File: src/rtl/ssd_scan_driver.sv
// Sun-count display: sequential double-dabble binary-to-BCD plus 4-digit 7-segment scan.
// Define LEADING_ZERO_BLANK_EN to blank digits above the most significant nonzero digit.
module ssd_scan_driver #(
    parameter int          REFRESH_W = 20,
    parameter logic [15:0] SAT_VALUE = 16'd9999
) (
    input  logic        clk,
    input  logic        reset,
    input  logic [15:0] displayNumber,
    output logic [3:0]  anode,
    output logic [6:0]  ssdOut,
    output logic        busy,
    output logic [1:0]  state_dbg_o
);

    typedef enum logic [1:0] {
        S_IDLE  = 2'd0,
        S_SHIFT = 2'd1,
        S_DONE  = 2'd2
    } state_t;

    // Handshake: none; displayNumber is sampled only in IDLE, busy is high from
    // the sampling edge until the edge that publishes the new BCD value.

    state_t               state_q, state_d;
    logic [REFRESH_W-1:0] refresh_q, refresh_d;
    logic [15:0]          last_q, last_d;
    logic [31:0]          shift_q, shift_d;
    logic [3:0]           iter_q, iter_d;
    logic [15:0]          bcd_q, bcd_d;
    logic [3:0]           anode_q, anode_d;
    logic [6:0]           seg_q, seg_d;

    logic [1:0]           sel_w;
    logic [3:0]           digit_w;
    logic                 blank_w;
    logic [15:0]          sat_w;

    function automatic logic [31:0] dabble_step(input logic [31:0] v);
        logic [31:0] a;
        a = v;
        for (int i = 0; i < 4; i++) begin
            if (a[16 + 4*i +: 4] >= 4'd5) begin
                a[16 + 4*i +: 4] = a[16 + 4*i +: 4] + 4'd3;
            end
        end
        return {a[30:0], 1'b0};
    endfunction

    function automatic logic [6:0] seg_decode(input logic [3:0] d);
        logic [6:0] s;
        case (d)
            4'd0:    s = 7'b0000001;
            4'd1:    s = 7'b1001111;
            4'd2:    s = 7'b0010010;
            4'd3:    s = 7'b0000110;
            4'd4:    s = 7'b1001100;
            4'd5:    s = 7'b0100100;
            4'd6:    s = 7'b0100000;
            4'd7:    s = 7'b0001111;
            4'd8:    s = 7'b0000000;
            4'd9:    s = 7'b0000100;
            default: s = 7'b1111111;
        endcase
        return s;
    endfunction

    assign sat_w   = (displayNumber > SAT_VALUE) ? SAT_VALUE : displayNumber;
    assign sel_w   = refresh_q[REFRESH_W-1 -: 2];
    assign digit_w = bcd_q[{sel_w, 2'b00} +: 4];

    always_comb begin
        blank_w = 1'b0;
`ifdef LEADING_ZERO_BLANK_EN
        // A digit is leading if it and every digit above it are zero; units never blanks.
        case (sel_w)
            2'd3:    blank_w = (bcd_q[15:12] == 4'd0);
            2'd2:    blank_w = (bcd_q[15:8]  == 8'd0);
            2'd1:    blank_w = (bcd_q[15:4]  == 12'd0);
            default: blank_w = 1'b0;
        endcase
`endif
    end

    always_comb begin
        state_d   = state_q;
        last_d    = last_q;
        shift_d   = shift_q;
        iter_d    = iter_q;
        bcd_d     = bcd_q;
        refresh_d = refresh_q + {{(REFRESH_W-1){1'b0}}, 1'b1};
        anode_d   = ~(4'b0001 << sel_w);
        seg_d     = blank_w ? 7'b1111111 : seg_decode(digit_w);

        case (state_q)
            S_IDLE: begin
                if (displayNumber != last_q) begin
                    last_d  = displayNumber;
                    shift_d = {16'h0000, sat_w};
                    iter_d  = 4'd0;
                    state_d = S_SHIFT;
                end
            end
            S_SHIFT: begin
                shift_d = dabble_step(shift_q);
                iter_d  = iter_q + 4'd1;
                if (iter_q == 4'd15) begin
                    state_d = S_DONE;
                end
            end
            S_DONE: begin
                // The old value stays on the display until the full result is ready.
                bcd_d   = shift_q[31:16];
                state_d = S_IDLE;
            end
            default: state_d = S_IDLE;
        endcase
    end

    always_ff @(posedge clk) begin
        if (reset) begin
            state_q   <= S_IDLE;
            refresh_q <= '0;
            last_q    <= 16'h0000;
            shift_q   <= 32'h0000_0000;
            iter_q    <= 4'd0;
            bcd_q     <= 16'h0000;
            anode_q   <= 4'b1110;
            seg_q     <= 7'b0000001;
        end else begin
            state_q   <= state_d;
            refresh_q <= refresh_d;
            last_q    <= last_d;
            shift_q   <= shift_d;
            iter_q    <= iter_d;
            bcd_q     <= bcd_d;
            anode_q   <= anode_d;
            seg_q     <= seg_d;
        end
    end

    assign anode       = anode_q;
    assign ssdOut      = seg_q;
    assign busy        = (state_q != S_IDLE);
    assign state_dbg_o = state_q;

endmodule

File: config.mk
export PLATFORM = sky130hd
export DESIGN_NAME = ssd_scan_driver
export DESIGN_NICKNAME = d
export VERILOG_FILES = /design/src/rtl/ssd_scan_driver.sv
export SDC_FILE = /design/constraint.sdc
export NUM_CORES = 1
export LEC_CHECK = 0
export CORE_AREA = 2 2 114 116
export CTS_CLUSTER_DIAMETER = 150
export DETAILED_ROUTE_END_ITERATION = 10
export DIE_AREA = 0 0 116 118
export PLACE_DENSITY = 0.67
export SLEW_MARGIN = 20
export SYNTH_ARGS = -nofsm -noshare
export SYNTH_HDL_FRONTEND = slang
export SYNTH_SLANG_ARGS = --single-unit
File: constraint.sdc
create_clock -name clk -period 1.95 [get_ports clk]
set_input_delay 0.39 -clock clk [delete_from_list [all_inputs] [get_ports clk]]
set_output_delay 0.39 -clock clk [all_outputs]
set_load 0.01 [all_outputs]
==> metrics.yaml, run 1 <==
finish:
  diodes: 0
  nFillCells: 1210
  drive_above_1_share_pct: 19.6
  layout_commonest_cell: "dfxtp_1"
  nNetsFinal: 638
  final_cell_mix: "dfxtp_1, a21oi_1, nand2_1, buf_4, nor2_1"
  syn2layout_area_growth_pct: 24.7
critical_path:
  critPathSlowestCell: "clkdlybuf4s50_1"
  cp_top_family: "buffers and inverters"
  crit_end: "shift_q[9]"
  critPathKind: "in -> reg"
  slowest_delay_ns: 0.52
  startpoint: "displayNumber[8]"
  worst-path-max-fanout: 7
  startpoint_type: "input port"
  end_kind: "flop"
  r2r-end: "shift_q[2]"
  cp_data_required_time_ns: 2.18
  critPathBufInv: 1
  crit_chain: "clkdlybuf4s50_1 > xor2_2 > nor4_4 > and4_4 > o21ai_4 > mux2_2"
  critPathArrivalTime_ns: 2.09
  reg2reg_depth: 8
  ff2ff_setup_slack_ns: 0.12
  crit_cells: 6
  r2r-start: "last_q[7]"
global_route:
  grt_pass1_vias: 4172
  antenna_found_initial: 0
  grt_start_max_net_pins: 35
  grt_pass1_wl_mm: 19.5
  grt_use_total_pct: 17.6
  overflow: 0
floorplan:
  die_w_um: 116
  die_area_um2: 13700
  core_area_um2: 12400
  die_height_um: 118
  start_util_pct: 39.3
  rows: 41
  num_io_pins: 32
power:
  ir_drop_v: 0.000416
  p_leak_nw: 2.23
  powerDensity_nw_per_um2: 724
logic_synthesis:
  avgSynthCellArea_um2: 8.93
  synth_top_family_by_area: "simple AND/OR/NAND/NOR gates"
  ys.flop_type: "dfxtp_1"
  synth_compound_area_share_pct: 18.6
  yosys_warnings: 0
  synth_edf_count: 0
  netlist_area_um2: 4880
  ys_seq_elements: 101
  synth_nets: 581
  ys_seq_area_share_pct: 41.4
  async_flop_share_pct: 0
  synthSimpleGateAreaFrac_pct: 19.8
  synth_xor_area_share_pct: 7.00
  netlist_instances: 547
  yosys-mux-area-fraction_pct: 4.23
  synth-adder-area-share_pct: 4.10
  yosysUniqueCellTypes: 50
run:
  maxCapViolCount: 0
timing:
  tightest_slew_ns: 0.569
  slew_violations: 0
  fin_setup_tns_ns: 0
  final-setup-viol-count: 0
  fmax_mhz: 538
  slew_headroom_pct: 62.1
  hold_violations: 0
  fin_crit_ns: 1.86
  rsz0062_at_grt: "no"
  skew_ns: 0.0111
  period_share_pct: 95.3
  fin_ws_ns: 0.0914
detailed_routing:
  vias_per_cell: 5.28
  drc: 0
  vias: 4117
  routed_wirelength_mm: 11.4
  dr.pass1.iters: 5
  drt_iter0_drc: 178
  ant_nets: 0
  wl_per_cell_um: 14.6
cts:
  clk_latency_ns: 0.35
  cts_buffer_depth: 2
  cts_buffers: 9
  clk_pin_slew_ns: 0.07
  clkSinkCount: 101
  cts_tree: "done"
  cts-root-buf: "clkbuf_16"
  cts_max_level: 3
status:
  status: "finished clean"
place:
  io_buffer_count: 31
  gp_congestion: 0.811
  dpl.hpwl_mm: 7.70
  place_ws_ns: -0.532
hold_path:
  hp-class: "in -> reg"
==> state kept, by name, summed over array words and instances (netlist names) <==
signal       cells
iter_q           4
refresh_q       20
last_q          16
bcd_q           16
state_dbg_o      2
shift_q         32
anode            4
ssdOut           7
==> worst register-to-register path: stages (launching register included) <==
cell and delay (ns):
dfxtp_1 0.32, xor2_1 0.17, nor4_2 0.40, nand4_2 0.19
buf_6 0.18, buf_6 0.12, buf_6 0.13, o21ai_2 0.12
a21oi_1 0.07
==> how the worst min path moves through the flow <==
stage,end,slack (ns),depth (start not counted),start
global placement,bcd_q[10],0.45,2,bcd_q[10]
CTS,bcd_q[13],0.46,2,bcd_q[13]
floorplan,refresh_q[0],0.43,1,refresh_q[0]
global route,last_q[15],0.39,3,displayNumber[15]
detailed placement,bcd_q[13],0.45,2,bcd_q[13]
finish,last_q[15],0.37,3,displayNumber[15]
==> synth_stat cells, types with 2 or more instances <==
| cell type | n | area, um2 |
|---|---|---|
| buf_2 | 6 | 30.0 |
| nor4_1 | 3 | 18.8 |
| nand2b_1 | 12 | 75.1 |
| a31oi_1 | 4 | 25.0 |
| nor2_1 | 36 | 135 |
| mux2i_1 | 6 | 60.1 |
| clkbuf_1 | 19 | 71.3 |
| nand3_1 | 32 | 160 |
| xor2_1 | 29 | 254 |
| a22o_1 | 9 | 78.8 |
| o21ai_1 | 3 | 15.0 |
| and4_1 | 4 | 35.0 |
| a311oi_2 | 3 | 45.0 |
| or3_1 | 7 | 43.8 |
| a211oi_1 | 7 | 52.6 |
| nor3b_2 | 6 | 75.1 |
| o311a_1 | 3 | 30.0 |
| xnor2_1 | 10 | 87.6 |
| buf_1 | 3 | 11.3 |
| nand2_1 | 54 | 203 |
| mux4_2 | 3 | 67.6 |
| o211ai_1 | 9 | 67.6 |
| o21a_1 | 2 | 15.0 |
| nor4_2 | 4 | 50.1 |
| a211oi_2 | 6 | 75.1 |
| buf_6 | 3 | 33.8 |
| ha_1 | 16 | 200 |
| mux2_2 | 7 | 78.8 |
| inv_1 | 14 | 52.6 |
| nand4_1 | 6 | 37.5 |
| o21ai_0 | 28 | 140 |
| nor3_1 | 11 | 55.1 |
| a21oi_1 | 57 | 285 |
| a221oi_1 | 2 | 17.5 |
| dfxtp_1 | 101 | 2020 |
| nor2b_1 | 6 | 37.5 |
| buf_4 | 3 | 22.5 |
==> where the power goes <==
part           total [mW]  switching [mW]  internal [mW]
Sequential           2.17          0.0440           2.12
Combinational       0.468           0.257          0.211
Clock                1.78           0.788          0.988
Total                4.41            1.09           3.32
==> metal layers <==
metal  part of all wire (%)  vias up  global-route usage, %
met5                      0        -                      0
met2                     51       78                   29.7
li1                       -     2044                      -
met1                     44     1976                   21.6
met4                    2.0        0                   6.62
met3                    3.0       19                   3.96
==> what timing repair did <==
action | CTS | global route
gates resized for setup | 31 | 17
setup endpoints to repair | 47 | 48
pin swaps | 10 | 5
setup buffers | 4 | 1
cloned | 2 | 0
hold buffers | 0 | 0
==> cells by family (layout without fill, tap and decap cells) <==
group | count (synthesis) | count (layout)
DFF | 101 | 101
and+or+nand+nor | 186 | 186
buffers and inverters | 50 | 109
muxes | 16 | 16
adders and majority gates | 16 | 16
AOI/OAI and AO/OA | 139 | 140
xor gates and xnor gates | 39 | 39
==> metrics by stage <==
stage | utilization [%] | hold slack [ns] | cells | power, mW | area [um2]
5_1_grt | 49.1 | 0.392 | 779 | 4.58 | 6090
2_1_floorplan | - | 0.430 | 547 | 2.46 | 4880
4_1_cts | 48.5 | 0.459 | 778 | 4.44 | 6020
6_report | 49.1 | 0.367 | 779 | 4.41 | 6090
3_3_place_gp | 44.9 | 0.446 | 758 | 2.63 | 5580
3_5_place_dp | 44.9 | 0.450 | 758 | 2.64 | 5580
==> area by class of cell <==
type / count / area [um2] / area share, %
Inverter: 15 / 57.6 / 0.945
Timing Repair Buffer: 80 / 757 / 12.4
Clock inverter: 5 / 60.1 / 0.986
Sequential cell: 101 / 2020 / 33.2
Clock buffer: 9 / 225 / 3.70
Tap cell: 172 / 215 / 3.53
Multi-Input combinational cell: 397 / 2750 / 45.2
Power figures use the tool's default switching activity.
==> run 2, diff against run 1 <==
HOLD_SLACK_MARGIN = 0.08   (was default)
PLACE_DENSITY = 0.65   (was 0.67)
clock period = 2.1 ns   (was 1.95 ns; I/O delays follow)
==> metrics.yaml, run 2 (synthesis gave the netlist of run 1 again) <==
hold_path:
  hp-class: "in -> reg"
power:
  internal_power_mw: 2.99  # -10%
  powerDensity_nw_per_um2: 679  # -6.2%
  switchingPower_mw: 1.05  # -3.8%
  swShare_pct: 26.0  # +1.3 points
  combinationalPowerShare_pct: 10.6  # about the same
  p_leak_nw: 2.10  # -5.9%
  ir_drop_v: 0.000381  # -8.4%
  p_seq_share_pct: 49.7  # +0.6 points
  clockPowerShare_pct: 39.7  # -0.6 points
global_route:
  overflow: 0  # unchanged
  grt_use_total_pct: 16.9  # -0.73 points
  grt_pass1_wl_mm: 18.7  # -4.0%
  grt_pass1_vias: 4005  # -4.0%
  antenna_found_initial: 0  # unchanged
  grt_start_max_net_pins: 33  # -5.7%
floorplan:
  start_util_pct: 39.3  # unchanged
  die_w_um: 116  # unchanged
  rows: 41  # unchanged
  die_height_um: 118  # unchanged
  die_area_um2: 13700  # unchanged
  num_io_pins: 32  # unchanged
  core_area_um2: 12400  # unchanged
detailed_routing:
  drt_iter0_drc: 178  # unchanged
  vias: 4056  # -1.5%
  ant_nets: 0  # unchanged
  drc: 0  # unchanged
  vias_per_cell: 5.21  # -1.4%
  routed_wirelength_mm: 11.0  # -3.1%
  wl_per_cell_um: 14.2  # -2.9%
  dr.pass1.iters: 4  # -1
cts:
  cts_tree: "done"
  clkSinkCount: 101  # unchanged
  clk_latency_ns: 0.35  # about the same
  cts_max_level: 3  # unchanged
  cts-root-buf: "clkbuf_16"
  cts_buffer_depth: 2  # unchanged
  clk_pin_slew_ns: 0.07  # about the same
  cts_buffers: 9  # unchanged
  hold_buffers: 0  # unchanged
finish:
  nFillCells: 1215  # +0.41%
  top_regs: "shift_q x32, refresh_q x20"
  drive_above_1_share_pct: 17.0  # -2.6 points
  nNetsFinal: 635  # -0.47%
  syn2layout_area_growth_pct: 21.6
  largest_reg_flops: 32  # unchanged
  largest-register: "shift_q"
  diodes: 0  # unchanged
  layout_commonest_cell: "dfxtp_1"
  fin_util_pct: 47.8  # -1.2 points
  final_cell_mix: "dfxtp_1, a21oi_1, nand2_1, buf_4, nor2_1"
timing:
  final-setup-viol-count: 0  # unchanged
  fin_crit_ns: 2.05
  skew_ns: 0.00519  # -0.00589 ns
  fmax_mhz: 488
  period_share_pct: 97.6
  fin_ws_ns: 0.0507  # -0.0407 ns
  tightest_slew_ns: 0.575  # +0.00671 ns
  slew_violations: 0  # unchanged
  hold_violations: 0  # unchanged
  slew_headroom_pct: 61.6  # -0.45 points
critical_path:
  startpoint_type: "input port"
  end_kind: "flop"
  cp_data_required_time_ns: 2.32  # +0.14 ns
  critPathKind: "in -> reg"
  critPathArrivalTime_ns: 2.27  # +0.18 ns
  worst-path-max-fanout: 5  # -2
place:
  place_ws_ns: -0.407  # +0.126 ns
  dpl.hpwl_mm: 7.69  # -0.14%
  io_buffer_count: 31  # unchanged
  gp_congestion: 0.820  # +1.1%
status:
  status: "finished clean"
run:
  maxCapViolCount: 0  # unchanged
==> run 2: power groups by stage <==
stage | sequential (mW) | combinational (mW) | clock (mW)
6_report | 2.00 | 0.427 | 1.60
5_1_grt | 2.01 | 0.463 | 1.73
4_1_cts | 2.00 | 0.408 | 1.64
3_5_place_dp | 2.05 | 0.406 | 0
3_3_place_gp | 2.04 | 0.398 | 0
2_1_floorplan | 2.04 | 0.248 | 0
==> run 2: final timing paths <==
| path | end | from | slack [ns] | cells past startpoint |
|---|---|---|---|---|
| setup / recovery | shift_q[2] | displayNumber[4] | 0.05 | 6 |
| hold / removal | last_q[13] | displayNumber[13] | 0.44 | 3 |
| setup reg to reg | ssdOut[2] | refresh_q[19] | 0.20 | 5 |
| hold reg to reg | bcd_q[14] | bcd_q[14] | 0.46 | 2 |
==> run 2: repair_timing <==
action / 4_1_cts / 5_1_grt
gates resized for setup: 1 / 10
endpoints found under the setup margin: 5 / 36
setup buffers: 1 / 4
pin swaps: 2 / 4
cloned: 0 / 1
==> run 2: worst max-delay path: stages <==
cell,delay (ns)
clkdlybuf4s50_1,0.42
or4_1,0.60
a211o_4,0.39
o311a_1,0.29
o21ai_1,0.08
a21oi_1,0.08
==> run 2: cell type report <==
type                    instances  area (um2)  area share (%)
well taps                     172         215            3.63
repair buffers                 77         682            11.5
inverters                      15        60.1            1.01
clock buffers                   9         225            3.79
multi-input cells             397        2670            45.0
clock inverters                 7        57.6           0.970
flip-flops and latches        101        2020            34.1
==> run 2: layer usage <==
layer	global-route usage [%]	share of wire, %	up-vias
li1	-	-	2053
met4	4.17	1.4	0
met1	21.1	46	1943
met5	0	0	-
met3	4.69	2.8	10
met2	28.5	50	50
==> run 2: per-stage QoR <==
step | hold WS, ns | cells | power [mW] | instance area [um2] | setup TNS (ns)
final | 0.439 | 778 | 4.03 | 5940 | 0
after CTS | 0.455 | 774 | 4.05 | 5860 | 0
after global routing | 0.429 | 778 | 4.20 | 5940 | -0.0437
after global placement | 0.443 | 757 | 2.44 | 5570 | -11.92
after floorplan | 0.430 | 547 | 2.29 | 4880 | 0
after detailed placement | 0.445 | 757 | 2.45 | 5570 | -13.89
